==> config.mk <==
export PLATFORM = sky130hd
export DESIGN_NAME = seg_scan_decoder
export DESIGN_NICKNAME = d
export VERILOG_FILES = /design/src/rtl/seg_scan_pkg.sv /design/src/rtl/seg7_to_bcd.sv /design/src/rtl/seg_scan_decoder.sv
export SDC_FILE = /design/constraint.sdc
export NUM_CORES = 1
export LEC_CHECK = 0
export CAP_MARGIN = 20
export CORE_ASPECT_RATIO = 0.9
export CORE_MARGIN = 5
export CORE_UTILIZATION = 63
export DETAILED_ROUTE_END_ITERATION = 6
export GPL_ROUTABILITY_DRIVEN = 0
export MAX_ROUTING_LAYER = met4
export PLACE_DENSITY = 0.95
export SETUP_SLACK_MARGIN = 0.4
export SLEW_MARGIN = 30
export SYNTH_ARGS = -nofsm -noshare
export SYNTH_HDL_FRONTEND = slang
export SYNTH_SLANG_ARGS = --single-unit
export TNS_END_PERCENT = 50
==> constraint.sdc <==
create_clock -name CLK -period 13.2 [get_ports CLK]
set_clock_uncertainty 0.15 [all_clocks]
set_input_delay 2.64 -clock CLK [delete_from_list [all_inputs] [get_ports CLK]]
set_output_delay 2.64 -clock CLK [all_outputs]
set_load 0.01 [all_outputs]
==> src/rtl/seg_scan_pkg.sv <==
// Shared constants for the scanned 7-segment bus decoder: active-low segment
// patterns, special nibble codes and the slot map of the display frame.
package seg_scan_pkg;

  // Active-low segment patterns, bit6=g ... bit0=a
  localparam logic [6:0] SEG_0     = 7'b1000000;
  localparam logic [6:0] SEG_1     = 7'b1111001;
  localparam logic [6:0] SEG_2     = 7'b0100100;
  localparam logic [6:0] SEG_3     = 7'b0110000;
  localparam logic [6:0] SEG_4     = 7'b0011001;
  localparam logic [6:0] SEG_5     = 7'b0010010;
  localparam logic [6:0] SEG_6     = 7'b0000010;
  localparam logic [6:0] SEG_7     = 7'b1111000;
  localparam logic [6:0] SEG_8     = 7'b0000000;
  localparam logic [6:0] SEG_9     = 7'b0010000;
  localparam logic [6:0] SEG_BLANK = 7'b1111111;

  localparam logic [3:0] NIB_BLANK   = 4'hF;
  localparam logic [3:0] NIB_ILLEGAL = 4'hE;

  // Slot map: mm:ss in slots 3..0, volume in 5..4, track in 7..6
  localparam int SLOT_SEC0 = 0;
  localparam int SLOT_SEC1 = 1;
  localparam int SLOT_MIN0 = 2;
  localparam int SLOT_MIN1 = 3;
  localparam int SLOT_VOL0 = 4;
  localparam int SLOT_VOL1 = 5;
  localparam int SLOT_TRK0 = 6;
  localparam int SLOT_TRK1 = 7;

  function automatic logic nib_is_digit(logic [3:0] nib);
    return nib <= 4'd9;
  endfunction

endpackage

==> src/rtl/seg7_to_bcd.sv <==
// Combinational decode of one active-low 7-segment pattern into a nibble:
// 0-9 for digits, blank for all segments off, illegal for anything else.
module seg7_to_bcd
  import seg_scan_pkg::*;
(
  input  logic [6:0] seg,
  output logic [3:0] nib
);

  // Pattern lookup; unknown patterns collapse to the illegal code
  always_comb begin
    nib = NIB_ILLEGAL;
    case (seg)
      SEG_0:     nib = 4'd0;
      SEG_1:     nib = 4'd1;
      SEG_2:     nib = 4'd2;
      SEG_3:     nib = 4'd3;
      SEG_4:     nib = 4'd4;
      SEG_5:     nib = 4'd5;
      SEG_6:     nib = 4'd6;
      SEG_7:     nib = 4'd7;
      SEG_8:     nib = 4'd8;
      SEG_9:     nib = 4'd9;
      SEG_BLANK: nib = NIB_BLANK;
      default:   nib = NIB_ILLEGAL;
    endcase
  end

endmodule

==> src/rtl/seg_scan_decoder.sv <==
// Rebuilds the eight digits shown on a multiplexed 7-segment display by
// watching its scan bus, then publishes playback time, volume and track.
module seg_scan_decoder
  import seg_scan_pkg::*;
#(
  parameter int SETTLE  = 4,
  parameter int TIMEOUT = 1_000_000
) (
  input  logic        CLK,
  input  logic        RST_N,
  input  logic [6:0]  SEG,
  input  logic [7:0]  SHIFT,
  input  logic        DOT,
  output logic [31:0] DIGITS,
  output logic [7:0]  DOT_POS,
  output logic [15:0] TIME_SEC,
  output logic [4:0]  VOL_LEVEL,
  output logic [3:0]  TRACK,
  output logic        FRAME_VALID,
  output logic        FRAME_ERR,
  output logic        SHIFT_ERR,
  output logic        LOCKED
);

  localparam int CW = $clog2(SETTLE + 1);
  localparam int IW = $clog2(TIMEOUT + 1);

  function automatic logic [15:0] to_seconds(logic [3:0] m1, logic [3:0] m0,
                                             logic [3:0] s1, logic [3:0] s0);
    return 16'(m1) * 16'd600 + 16'(m0) * 16'd60 + 16'(s1) * 16'd10 + 16'(s0);
  endfunction

  function automatic logic [6:0] two_digit(logic [3:0] hi, logic [3:0] lo);
    return 7'(hi) * 7'd10 + 7'(lo);
  endfunction

  logic [6:0]      seg_p0, seg_p1;
  logic [7:0]      shift_p0, shift_p1;
  logic            dot_p0, dot_p1;
  logic [15:0]     bus_prev;
  logic [15:0]     bus_now;
  logic            change;
  logic [CW-1:0]   settle_cnt;
  logic [IW-1:0]   idle_cnt;
  logic            sample;
  logic [3:0]      zeros;
  logic [2:0]      slot;
  logic            slot_sample;
  logic            shift_bad;
  logic            timeout_hit;
  logic            publish;
  logic            all_digit;
  logic [3:0]      dec_nib;
  logic [7:0][3:0] shadow_nib;
  logic [7:0]      shadow_dot;
  logic [7:0]      seen;
  logic [6:0]      vol_full;
  logic [6:0]      trk_full;

  // Stage p0/p1: two-flop synchronizers, reset to an idle (all-off) bus
  always_ff @(posedge CLK or negedge RST_N) begin
    if (!RST_N) begin
      seg_p0   <= SEG_BLANK;
      seg_p1   <= SEG_BLANK;
      shift_p0 <= 8'hFF;
      shift_p1 <= 8'hFF;
      dot_p0   <= 1'b1;
      dot_p1   <= 1'b1;
    end else begin
      seg_p0   <= SEG;
      seg_p1   <= seg_p0;
      shift_p0 <= SHIFT;
      shift_p1 <= shift_p0;
      dot_p0   <= DOT;
      dot_p1   <= dot_p0;
    end
  end

  assign bus_now = {seg_p1, shift_p1, dot_p1};
  assign change  = (bus_now != bus_prev);
  // The counter saturates at SETTLE so SETTLE-1 is hit exactly once per dwell
  assign sample  = !change && (settle_cnt == CW'(SETTLE - 1));

  // Settle counter: restarts on any bus change, otherwise counts up and sticks
  always_ff @(posedge CLK or negedge RST_N) begin
    if (!RST_N) begin
      bus_prev   <= 16'hFFFF;
      settle_cnt <= '0;
    end else begin
      bus_prev <= bus_now;
      if (change)
        settle_cnt <= '0;
      else if (settle_cnt != CW'(SETTLE))
        settle_cnt <= settle_cnt + CW'(1);
    end
  end

  // Count active-low enables and remember which slot is selected
  always_comb begin
    zeros = 4'd0;
    slot  = 3'd0;
    for (int k = 0; k < 8; k++) begin
      if (!shift_p1[k]) begin
        zeros = zeros + 4'd1;
        slot  = 3'(k);
      end
    end
  end

  assign slot_sample = sample && (zeros == 4'd1);
  assign shift_bad   = sample && (zeros != 4'd1);
  assign timeout_hit = !sample && (idle_cnt == IW'(TIMEOUT - 1));
  assign publish     = (seen == 8'hFF);

  seg7_to_bcd u_dec (
    .seg (seg_p1),
    .nib (dec_nib)
  );

  // A frame is only clean when every slot holds a decimal digit
  always_comb begin
    all_digit = 1'b1;
    for (int k = 0; k < 8; k++)
      if (!nib_is_digit(shadow_nib[k])) all_digit = 1'b0;
  end

  assign vol_full = two_digit(shadow_nib[SLOT_VOL1], shadow_nib[SLOT_VOL0]);
  assign trk_full = two_digit(shadow_nib[SLOT_TRK1], shadow_nib[SLOT_TRK0]);

  // Idle counter: time since the last sample, saturating at TIMEOUT
  always_ff @(posedge CLK or negedge RST_N) begin
    if (!RST_N)
      idle_cnt <= '0;
    else if (sample)
      idle_cnt <= '0;
    else if (idle_cnt != IW'(TIMEOUT))
      idle_cnt <= idle_cnt + IW'(1);
  end

  // Shadow capture and seen mask; a sample coinciding with publish starts the next frame
  always_ff @(posedge CLK or negedge RST_N) begin
    if (!RST_N) begin
      shadow_nib <= {8{NIB_BLANK}};
      shadow_dot <= '0;
      seen       <= '0;
    end else begin
      if (slot_sample) begin
        shadow_nib[slot] <= dec_nib;
        shadow_dot[slot] <= ~dot_p1;
      end
      if (publish || timeout_hit)
        seen <= slot_sample ? (8'h01 << slot) : 8'h00;
      else if (slot_sample)
        seen[slot] <= 1'b1;
    end
  end

  // Stage p2: publish the frame, update decoded values and lock state
  always_ff @(posedge CLK or negedge RST_N) begin
    if (!RST_N) begin
      DIGITS      <= 32'hFFFF_FFFF;
      DOT_POS     <= '0;
      TIME_SEC    <= '0;
      VOL_LEVEL   <= '0;
      TRACK       <= '0;
      FRAME_VALID <= 1'b0;
      FRAME_ERR   <= 1'b0;
      SHIFT_ERR   <= 1'b0;
      LOCKED      <= 1'b0;
    end else begin
      FRAME_VALID <= publish;
      FRAME_ERR   <= publish && !all_digit;
      SHIFT_ERR   <= shift_bad;
      if (publish) begin
        DIGITS  <= shadow_nib;
        DOT_POS <= shadow_dot;
        if (all_digit) begin
          TIME_SEC  <= to_seconds(shadow_nib[SLOT_MIN1], shadow_nib[SLOT_MIN0],
                                  shadow_nib[SLOT_SEC1], shadow_nib[SLOT_SEC0]);
          VOL_LEVEL <= vol_full[4:0];
          TRACK     <= trk_full[3:0];
          LOCKED    <= 1'b1;
        end
      end else if (timeout_hit) begin
        LOCKED <= 1'b0;
      end
    end
  end

endmodule

Yosys cells after proc, flatten, opt, wreduce, memory -nomap -nowiden
Cells that the tools add are included.
W data, S select, Z words.
{"block": "word_totals", "in_bits": 18, "regBits": 188}
{"block": "op_classes", "muxes": 40, "n_mul": 5, "eq_ne": 19, "bitwise": 2, "n_addsub": 14, "magnitude_cmp": 10, "shifts": 1, "n_reduce_logical": 17}
{"cell": "$pmux W4 S11", "count": 1}
{"cell": "$mux W20", "count": 2}
{"cell": "$bwmux W32", "count": 1}
{"cell": "$le A4 B4 Y1 const B", "count": 8}
{"cell": "$mux W4", "count": 8}
{"cell": "$add A4 B1 Y4 const B", "count": 7}
{"cell": "$eq A7 B7 Y1 const B", "count": 4}
{"cell": "$mux W3", "count": 8}
{"cell": "$mux W8", "count": 3}
{"cell": "$eq A7 B5 Y1 const B", "count": 3}
{"cell": "$add A20 B1 Y20 const B", "count": 1}
{"cell": "$eq A20 B20 Y1 const B", "count": 1}
{"cell": "$ne A20 B20 Y1 const B", "count": 1}
{"cell": "$add A15 B8 Y16", "count": 1}
{"cell": "$add A16 B4 Y16", "count": 1}
{"cell": "$ne A16 B16 Y1", "count": 1}
{"cell": "$add A14 B10 Y15", "count": 1}
{"cell": "$eq A7 B6 Y1 const B", "count": 2}
{"cell": "$mux W1", "count": 14}
{"cell": "$demux W4 S3", "count": 1}
{"cell": "$mul A4 B7 Y11 const B", "count": 1}
{"cell": "$bwmux W8", "count": 1}
{"cell": "$eq A8 B8 Y1 const B", "count": 1}
{"cell": "$mul A4 B4 Y8 const B", "count": 1}
{"cell": "24 further kinds", "count": 35}

Depth between registers and ports, before layout
Gate-level depths: netlist of the first run.
{"block": "depth", "word_depth": 19, "mapped_depth": 21, "depth_no_buf": 20}

Modules after synthesis
A second synthesis of the first run with hierarchy kept.
{"block": "unflattened", "cells_unflattened": 811, "area_unflattened_um2": 9836.9}
{"mod": "seg_scan_decoder", "n_inst": 1, "cells_each": 771, "area_each_um2": 9577.9}
{"mod": "seg7_to_bcd", "n_inst": 1, "cells_each": 40, "area_each_um2": 259.0}

Least setup slack after synthesis of the first run
Ideal clock, no wire load.
{"block": "synth_path", "path_kind": "reg-to-reg", "from": "register shift_p1[1]", "to": "register shadow_nib[16] (netlist bit)", "required_time_ps": 12968, "setup_time_ps": 82, "arrival_ps": 5355, "path_stages_with_launch": 21, "setup_slack_ps": 7613, "cell_sequence": "dfstp_2 -> inv_1 -> ha_1 -> xnor2_2 -> ha_1 -> o21a_1 -> ha_1 -> mux2_2 -> ha_1 -> nand2b_1 -> a2bb2oi_1 -> ha_1 -> mux2_2 -> ha_1 -> xnor3_1 -> nor3_1 -> a22o_2 -> o2111ai_4 -> or3b_1 -> buf_2 -> mux2_4"}
{"block": "synth_between", "elab_chain_len": 15}
{"item": "start: declaration", "line_no": "seg_scan_decoder.sv:38", "rtl": "logic [7:0] shift_p0, shift_p1;"}
{"item": "start signal: assignment", "line_no": "seg_scan_decoder.sv:73", "rtl": "shift_p1 <= shift_p0;"}
{"item": "$mux W4", "line_no": "seg_scan_decoder.sv:103", "rtl": "if (!shift_p1[k]) begin"}
{"item": "$add A4 B1 Y4", "line_no": "seg_scan_decoder.sv:104", "rtl": "zeros = zeros + 4'd1;"}
{"item": "$mux W4", "line_no": "seg_scan_decoder.sv:103"}
{"item": "$add A4 B1 Y4", "line_no": "seg_scan_decoder.sv:104"}
{"item": "$mux W4", "line_no": "seg_scan_decoder.sv:103"}
{"item": "$add A4 B1 Y4", "line_no": "seg_scan_decoder.sv:104"}
{"item": "$mux W4", "line_no": "seg_scan_decoder.sv:103"}
{"item": "$add A4 B1 Y4", "line_no": "seg_scan_decoder.sv:104"}
{"item": "$mux W4", "line_no": "seg_scan_decoder.sv:103"}
{"item": "$add A4 B1 Y4", "line_no": "seg_scan_decoder.sv:104"}
{"item": "$mux W4", "line_no": "seg_scan_decoder.sv:103"}
{"item": "$add A4 B1 Y4", "line_no": "seg_scan_decoder.sv:104"}
{"item": "$mux W4", "line_no": "seg_scan_decoder.sv:103"}
{"item": "$eq A4 B1 Y1", "line_no": "seg_scan_decoder.sv:110", "rtl": "assign slot_sample = sample && (zeros == 4'd1);"}
{"item": "$logic_and A1 B1 Y1", "line_no": "seg_scan_decoder.sv:110"}
{"item": "end signal: assignment", "line_no": "seg_scan_decoder.sv:143", "rtl": "shadow_nib <= {8{NIB_BLANK}};"}
{"item": "end signal: indexed assignment", "line_no": "seg_scan_decoder.sv:148", "rtl": "shadow_nib[slot] <= dec_nib;"}
{"item": "end: declaration", "line_no": "seg_scan_decoder.sv:54", "rtl": "logic [7:0][3:0] shadow_nib;"}
Parallel ways exist; a longest one is shown, timed or not.
A chain may end at the register's enable or synchronous reset.

Worst setup path after layout of the first run
{"block": "layout_path", "from": "register shift_p1[1]", "to": "register shadow_nib[27] (netlist bit)"}
The elaborated chain is that of the path after synthesis.

==> impl_metrics.json, run 1 <==
{
  "drc": 0,
  "ir_drop_v": 0.000119,
  "fillers": 884,
  "cts_tree": "done",
  "synthCells": 786,
  "p_per_area_mw_per_mm2": 105,
  "initial_utilization_pct": 64.9,
  "dpl.hpwl_um": 14500,
  "fin_crit_ns": 6.44,
  "grt_pass1_vias": 6831,
  "ys_types": 63,
  "vias_per_cell": 5.96,
  "fin_nets": 975,
  "status": "completed",
  "synth_warnings": 0,
  "ys.flop_type": "dfstp_2",
  "period_share_pct": 48.8,
  "firstDrtPassIters": 4,
  "vias": 6426,
  "p_leak_nw": 5.13,
  "die_x_um": 140,
  "maxCapViolations": 0,
  "dpl-instance-area_sq_mm": 0.0106,
  "avgSynthCellArea_sq_um": 12.2,
  "slowest_delay_ns": 0.75,
  "grt_max_degree": 118,
  "postRouteAntennaNets": 0,
  "cts_setup_buffers": 0,
  "root_buffer": "clkbuf_16",
  "avgRoutedWirePerCell_um": 19.9,
  "clock_path_buffers": 2,
  "slew_headroom_pct": 38.3,
  "fmax_ghz": 0.155,
  "hold_buffers": 0,
  "rsz0062_at_grt": "no",
  "syn_to_final_growth_pct": 16.7,
  "layout_setup_ws_ns": 6.76,
  "path_cells": "inv_1 -> ha_1 -> xnor2_2 -> ha_1 -> o21a_1 -> ha_1 -> mux2_2 -> ha_1 -> nand2b_1 -> a2bb2oi_1 -> ha_1 -> mux2_2 -> ha_1 -> xnor3_1 -> nor3_1 -> a22o_2 -> o211ai_1 -> nor3_1 -> mux2_2",
  "n_antenna_cell": 0,
  "cts-htree-levels": 4,
  "dp_slack_ns": 7.09,
  "syn_area_sq_mm": 0.00962,
  "clk_pin_slew_ns": 0.07,
  "hp-class": "reg2reg",
  "portBuffers": 85,
  "worst_slew_pin_slew_ns": 0.917,
  "grtUsageTotal_pct": 25.5,
  "grt_pass1_wl_um": 34900,
  "synth_edf_count": 0,
  "dieArea_sq_mm": 0.0178,
  "cp_slowest_cell": "nor3_1",
  "fin_area_sq_mm": 0.0112,
  "total_power_w": 0.00118,
  "synth-seq-cells": 187,
  "grt-ovfl-total": 0,
  "insertion_delay_ns": 0.45,
  "drt_wl_total_um": 21400,
  "drtIter0Drc": 503,
  "cts_sinks": 187,
  "synth-async-reset-ratio_pct": 100,
  "pin_count": 87,
  "cts_made_buffers": 17,
  "finalSetupTns_ns": 0,
  "worst-path-max-fanout": 6,
  "coreArea_sq_mm": 0.0148,
  "required_ns": 13.42,
  "setup_violations": 0,
  "cp-start-kind": "flop",
  "crit_path_end_kind": "flop",
  "drv_slew": 0,
  "synth-seq-area-share_pct": 50.1,
  "hold_viol": 0,
  "drive_gt1_share_pct": 27.9,
  "arrival_ns": 6.66,
  "antenna_found_initial": 0,
  "rows": 42,
  "worstSetupPathType": "reg2reg",
  "path_common_cell": "ha_1",
  "die-height_um": 127,
  "synth_nets": 893,
  "ctsResizeCount": 0,
  "finalCoreUtilization_pct": 75.7
}
-- worst max-delay path: cells and delay by family (launching register included) --
kind | cells | cell delay [ns]
compound gates | 4 | 0.88
xor+xnor | 2 | 0.74
fa+ha+maj | 6 | 1.86
buf+inv | 1 | 0.11
flops | 1 | 0.61
mux | 3 | 1.00
simple gates | 3 | 0.98
-- registers in the layout (all words and copies together), names as in the netlist, 3 cells and up --
| register | flops |
|---|---|
| TIME_SEC | 15 |
| TRACK | 4 |
| DOT_POS | 8 |
| seg_p0 | 7 |
| shift_p1 | 8 |
| DIGITS | 32 |
| bus_prev | 16 |
| idle_cnt | 20 |
| seg_p1 | 7 |
| seen | 8 |
| shadow_nib | 32 |
| shift_p0 | 8 |
| VOL_LEVEL | 5 |
| shadow_dot | 8 |
| settle_cnt | 3 |
-- per-layer routing --
layer / track usage [%] / up-vias / routed length, um
li1: - / 2859 / -
met1: 30.5 / 3269 / 8670
met2: 41.9 / 223 / 10800
met3: 5.72 / 75 / 1160
met4: 11.5 / 0 / 786
met5: - / - / 0
-- worst paths after layout --
check | startpoint | end | slack (ns) | cells past startpoint
setup reg to reg | shift_p1[1] | shadow_nib[27] | 6.76 | 19
hold / removal | seg_p0[0] | seg_p1[0] | 0.21 | 0
max in group asynchronous | RST_N | TIME_SEC[4] | 9.40 | 2
min in group asynchronous | RST_N | TRACK[0] | 2.11 | 1
setup / recovery | shift_p1[1] | shadow_nib[27] | 6.76 | 19
hold reg to reg | seg_p0[0] | seg_p1[0] | 0.21 | 0
-- stage by stage --
stage	instances	hold slack, ns
after floorplan	786	0.195
after global placement	1047	0.196
after detailed placement	1047	0.197
after CTS	1079	0.208
after global routing	1079	0.209
final	1079	0.207
-- report_power, final --
part | internal (W) | switching [W] | leakage [nW]
Sequential | 0.000588 | 0.0000100 | 2.20
Clock | 0.000254 | 0.000240 | 0.281
Combinational | 0.0000408 | 0.0000493 | 2.66
Total | 0.000882 | 0.000299 | 5.13
-- Yosys cell counts (all sizes together) (15+ instances only) --
cell type,instances,area share [%]
dfstp,112,31
mux2,82,9.8
dfrtp,75,20
ha,72,9.4
inv,58,2.3
nand2,47,1.8
xnor2,47,4.4
nor2,34,1.3
o21ai,32,1.7
a21oi,21,1.1
clkbuf,20,0.78
xor2,20,1.8
fa,17,3.5
a21o,15,1.2
-- layout make-up --
cell class,instances,area [sq um],area share [%]
well taps,198,248,2.21
flip-flops and latches,187,4820,43.0
multi-input cells,515,4480,39.9
inverters,58,218,1.94
repair buffers,89,886,7.90
clock buffers,18,439,3.91
clock inverters,14,131,1.17
-- cells by family after synthesis --
group                      synth area share, %
DFF                                       50.1
and+or+nand+nor                           8.82
AOI/OAI and AO/OA                         6.96
muxes                                     10.6
adders and majority gates                 12.9
buffers and inverters                     3.40
xor gates and xnor gates                  7.16
other                                   0.0390
-- cell usage in the layout (no fill, tap or decap), drive strengths merged, types with 17 or more instances in the layout --
master and instances:
a21oi 21, clkbuf 18, clkdlybuf4s50 84, dfrtp 75
dfstp 112, fa 17, ha 72, inv 65
mux2 82, nand2 47, nor2 34, o21ai 32
xnor2 47, xor2 20
No activity file was read; power rests on OpenSTA's default activity.
==> inputs of run 2 (changes only) <==
Settings changed: CORE_UTILIZATION 63 to 52, PLACE_DENSITY 0.95 to 0.88.
Clock period 13.2 ns to 5.9 ns, I/O delays scaled along.
==> impl_metrics.json, run 2 (synthesis gave the netlist of run 1 again) <==
{
  "status": "completed",
  "dieArea_sq_mm": 0.0213,
  "maxCapViolations": 0,
  "die_x_um": 153,
  "pin_count": 87,
  "pwr-share-comb_pct": 8.4,
  "portBuffers": 85,
  "slowest_delay_ns": 0.55,
  "n_antenna_cell": 0,
  "coreArea_sq_mm": 0.0183,
  "setup_violations": 0,
  "hold_buffers": 0,
  "insertion_delay_ns": 0.43,
  "critPathTopFamily": "adder cells",
  "drt_wl_total_um": 19900,
  "clockPowerShare_pct": 42.2,
  "slew_headroom_pct": 41.5,
  "path_cells": "inv_1 -> ha_4 -> nand2_1 -> o21ai_0 -> ha_1 -> o21a_1 -> ha_4 -> mux2_2 -> ha_1 -> nand2b_1 -> a2bb2oi_4 -> ha_4 -> nand2b_1 -> xnor2_1 -> xnor3_1 -> nor3_2 -> a22o_2 -> o2111ai_4 -> nor4_4 -> buf_4 -> mux2_2",
  "worst_slew_pin_slew_ns": 0.875,
  "layout_common_cells": "dfstp_2 (112), clkdlybuf4s50_1 (84), mux2_2 (78)",
  "internal_power_w": 0.00201,
  "drc": 0,
  "path_buf_inv": 2,
  "cp_slowest_cell": "dfstp_2",
  "worstSetupPathType": "reg2reg",
  "drive_gt1_share_pct": 29.7,
  "p_leak_nw": 5.22,
  "root_buffer": "clkbuf_16",
  "drv_slew": 0,
  "vias": 6228,
  "p_seq_share_pct": 49.5,
  "reg2reg_from": "shift_p1[1]",
  "clock_path_buffers": 2,
  "path_common_cell": "ha_4",
  "initial_utilization_pct": 52.6,
  "rows": 47,
  "dpl.hpwl_um": 14000,
  "period_share_pct": 89.9,
  "grt_pass1_vias": 6610,
  "arrival_ns": 5.51,
  "hp-class": "reg2reg",
  "p_per_area_mw_per_mm2": 235,
  "cts_made_buffers": 17,
  "largest_registers": "DIGITS: 32 flops, shadow_nib: 32 flops, idle_cnt: 20 flops",
  "min_from": "seg_p0[6]",
  "cts_sinks": 187,
  "cts_tree": "done",
  "ir_drop_v": 0.000245,
  "crit_start": "shift_p1[1]",
  "grt_pass1_wl_um": 33600,
  "switching_share_pct": 25.5,
  "vias_per_cell": 5.46,
  "firstDrtPassIters": 6,
  "cts-htree-levels": 4,
  "drtIter0Drc": 363,
  "rsz0062_at_grt": "yes",
  "die-height_um": 139,
  "p_sw_w": 0.000689,
  "grtUsageTotal_pct": 20.0,
  "finalSetupTns_ns": 0,
  "worst-path-max-fanout": 8,
  "grt_max_degree": 94,
  "clk_pin_slew_ns": 0.07,
  "final_common_cell": "dfstp_2",
  "hold_viol": 0,
  "crit_path_end_kind": "flop",
  "whs_ns": 0.207,
  "postRouteAntennaNets": 0,
  "syn_to_final_growth_pct": 19.4,
  "fin_crit_ns": 5.30,
  "fmax_ghz": 0.189,
  "required_ns": 6.11,
  "grt-ovfl-total": 0,
  "cp-start-kind": "flop",
  "avgRoutedWirePerCell_um": 17.5,
  "antenna_found_initial": 0,
  "fin_nets": 989
}
run 2: path summary, 6_finish.rpt:
| kind | to | slack [ns] | depth (start not counted) |
|---|---|---|---|
| max reg2reg | shadow_nib[7] | 0.60 | 21 |
| max in group asynchronous | DIGITS[13] | 3.87 | 2 |
| max | shadow_nib[7] | 0.60 | 21 |
| min in group asynchronous | idle_cnt[2] | 0.65 | 1 |
| min | seg_p1[6] | 0.21 | 0 |
| min reg2reg | seg_p1[6] | 0.21 | 0 |
run 2: repair_timing:
action,4_1_cts,5_1_grt
setup endpoints to repair,40,42
resized for setup,3,4
setup buffers,4,5
pin swaps,5,7
gates cloned,0,0
run 2: power by group through the flow:
stage / logic (W) / registers, W / clock network [W]
after floorplan: 0.000137 / 0.00134 / 0
after global placement: 0.000180 / 0.00136 / 0
after detailed placement: 0.000189 / 0.00136 / 0
after CTS: 0.000203 / 0.00134 / 0.00116
after global routing: 0.000250 / 0.00134 / 0.00122
final: 0.000226 / 0.00134 / 0.00114
run 2: area by class of cell:
class / instances / area, sq um
clock buffer: 18 / 439
clock inverter: 14 / 160
fill: 1311 / 6800
inverter: 58 / 218
multi-input combinational: 515 / 4550
sequential: 187 / 4820
tap: 245 / 307
timing repair buffer: 103 / 991
run 2: worst register-to-register path: stages (launching register included):
cell and delay, ns:
dfstp_2 0.55, inv_1 0.09, ha_4 0.19, nand2_1 0.09, o21ai_0 0.11, ha_1 0.34
o21a_1 0.23, ha_4 0.26, mux2_2 0.27, ha_1 0.28, nand2b_1 0.10, a2bb2oi_4 0.20
ha_4 0.15, nand2b_1 0.06, xnor2_1 0.26, xnor3_1 0.46, nor3_2 0.18, a22o_2 0.20
o2111ai_4 0.25, nor4_4 0.31, buf_4 0.18, mux2_2 0.33
run 2: metal layers:
metal  vias to the layer above  global-route usage [%]  wire [um]
met2                       158                    32.4       9960
met5                         -                       -          0
li1                       2882                       -          -
met4                         0                    6.69        536
met1                      3146                    25.1       8460
met3                        42                    4.68        937
run 2: stage by stage:
| step | std cells | area, sq um | util, % | power, W | setup slack (ns) |
|---|---|---|---|---|---|
| 3_3_place_gp | 1099 | 10800 | 58.8 | 0.00154 | 0.247 |
| 2_1_floorplan | 786 | 9630 | - | 0.00148 | 0.479 |
| 5_1_grt | 1140 | 11500 | 62.8 | 0.00281 | 0.341 |
| 6_report | 1140 | 11500 | 62.8 | 0.00270 | 0.598 |
| 4_1_cts | 1135 | 11400 | 62.4 | 0.00270 | 0.401 |
| 3_5_place_dp | 1099 | 10800 | 58.8 | 0.00155 | 0.0445 |
==> inputs of run 3 (changes only) <==
==> constraint.sdc (replaced) <==
create_clock -name CLK -period 5.9 [get_ports CLK]
set_clock_uncertainty 0.15 [all_clocks]
set_input_delay 0.59 -clock CLK [delete_from_list [all_inputs] [get_ports CLK]]
set_output_delay 0.59 -clock CLK [all_outputs]
set_load 0.01 [all_outputs]
==> impl_metrics.json, run 3 (synthesis gave the netlist of run 1 again) <==
{
  "rsz0062_at_grt": "no",
  "worstSetupEndpoint": "shadow_nib[16]",
  "postRouteAntennaNets": 0,
  "firstDrtPassIters": 4,
  "layout_common_cells": "dfstp_2 (112), clkdlybuf4s50_1 (84), mux2_2 (78)",
  "dieArea_sq_mm": 0.0213,
  "grt_max_degree": 73,
  "cts-htree-levels": 4,
  "grt_pass1_wl_um": 33400,
  "drive_gt1_share_pct": 29.6,
  "cts_made_buffers": 17,
  "vias_per_cell": 5.43,
  "period_share_pct": 88.6,
  "grt-ovfl-total": 0,
  "slew_headroom_pct": 41.1,
  "drt_wl_total_um": 20000,
  "instances_no_fill": 1140,
  "crit_start": "shift_p1[1]",
  "r2r_slack_ns": 0.67,
  "drv_slew": 0,
  "maxCapViolations": 0,
  "worst-r2r-cell-count": 20,
  "root_buffer": "clkbuf_16",
  "largest_registers": "DIGITS: 32 flops, shadow_nib: 32 flops, idle_cnt: 20 flops",
  "portBuffers": 85,
  "drtIter0Drc": 328,
  "cts_tree": "done",
  "crit_path_end_kind": "flop",
  "min_from": "shift_p0[4]",
  "pin_count": 87,
  "required_ns": 6.11,
  "avgRoutedWirePerCell_um": 17.6,
  "hp-class": "reg2reg",
  "finalSetupTns_ns": 0,
  "reg2reg_from": "shift_p1[1]",
  "dpl.hpwl_um": 14000,
  "vias": 6189,
  "grt_pass1_vias": 6634,
  "antenna_found_initial": 0,
  "clock_path_buffers": 2,
  "clk_pin_slew_ns": 0.08,
  "fmax_ghz": 0.191,
  "p_leak_nw": 5.23,
  "p_per_area_mw_per_mm2": 237,
  "worstSetupPathType": "reg2reg",
  "hold_viol": 0,
  "grtUsageTotal_pct": 19.8,
  "cp-start-kind": "flop",
  "coreArea_sq_mm": 0.0183,
  "arrival_ns": 5.44,
  "r2r-end": "shadow_nib[16]",
  "worst_slew_pin_slew_ns": 0.883,
  "syn_to_final_growth_pct": 19.6,
  "worstHoldPathCells": 0,
  "insertion_delay_ns": 0.44,
  "ir_drop_v": 0.000226,
  "status": "completed",
  "rows": 47,
  "setup_violations": 0,
  "fin_crit_ns": 5.23,
  "cts_sinks": 187,
  "die-height_um": 139,
  "final_common_cell": "dfstp_2",
  "initial_utilization_pct": 52.6,
  "worst-path-max-fanout": 8,
  "fin_nets": 989,
  "drc": 0,
  "n_antenna_cell": 0,
  "place_inst": 1099,
  "die_x_um": 153
}
==> run 3: changes by cell type in the layout (fill, tap and decap cells not counted), sizes merged <==
| cell | before | now |
|---|---|---|
| dlygate4sd3 | 0 | 1 |
| clkinv | 4 | 3 |
| bufinv | 0 | 1 |
| buf | 19 | 18 |
==> run 3: report_power, final <==
group | leakage, nW | switching [W] | internal, W
logic | 2.73 | 0.000110 | 0.000109
registers | 2.20 | 0.0000209 | 0.00131
clock network | 0.304 | 0.000556 | 0.000619
==> run 3: layout make-up <==
type / instances / area [sq um]
well taps: 245 / 307
clock buffers: 18 / 429
multi-input cells: 515 / 4540
fillers: 1355 / 6790
clock inverters: 14 / 189
inverters: 58 / 218
flip-flops and latches: 187 / 4820
repair buffers: 103 / 993
==> run 3: worst min-delay path by stage <==
| stage | slack [ns] | end |
|---|---|---|
| detailed placement | 0.20 | shift_p1[4] |
| global placement | 0.20 | seg_p1[4] |
| finish | 0.21 | shift_p1[4] |
| global route | 0.21 | seg_p1[2] |
| floorplan | 0.14 | DOT_POS[0] |
| CTS | 0.21 | shift_p1[4] |
==> run 3: critical path, cell delays in order, from the launching register on <==
cell and delay, ns:
dfstp_2 0.54, inv_1 0.09, ha_4 0.20, nand2_1 0.11, o21ai_0 0.16, ha_4 0.26, o21a_1 0.21, ha_4 0.26
mux2_2 0.26, ha_1 0.29, nand2b_1 0.07, a2bb2oi_2 0.16, ha_1 0.17, nand2b_1 0.07, xnor2_1 0.25, xnor3_1 0.46
nor3_2 0.12, a22o_2 0.20, o2111ai_4 0.26, or3b_4 0.55, mux2_4 0.32
==> run 3: through the flow <==
stage | worst slack, ns | instance area [sq um] | hold slack, ns | power, W | util, %
after floorplan | 0.479 | 9630 | 0.144 | 0.00148 | -
after global placement | 0.245 | 10800 | 0.196 | 0.00154 | 58.8
after detailed placement | 0.0229 | 10800 | 0.197 | 0.00154 | 58.8
after CTS | 0.405 | 11400 | 0.209 | 0.00274 | 62.5
after global routing | 0.426 | 11500 | 0.212 | 0.00283 | 62.9
final | 0.671 | 11500 | 0.208 | 0.00273 | 62.9
==> run 3: per-layer routing <==
metal,GRT usage [%],up-vias,part of all wire [%]
met3,4.43,45,4.4
met1,24.5,3103,43
met2,31.6,159,50
met5,-,-,0
met4,8.50,0,2.7
li1,-,2882,-
==> run 3: repair_timing <==
item,CTS,global route
pin swaps,4,8
endpoints found under the setup margin,42,39
gates resized for setup,2,4
setup buffers,3,5
endpoints found under the hold margin,33,0
hold buffers,1,0
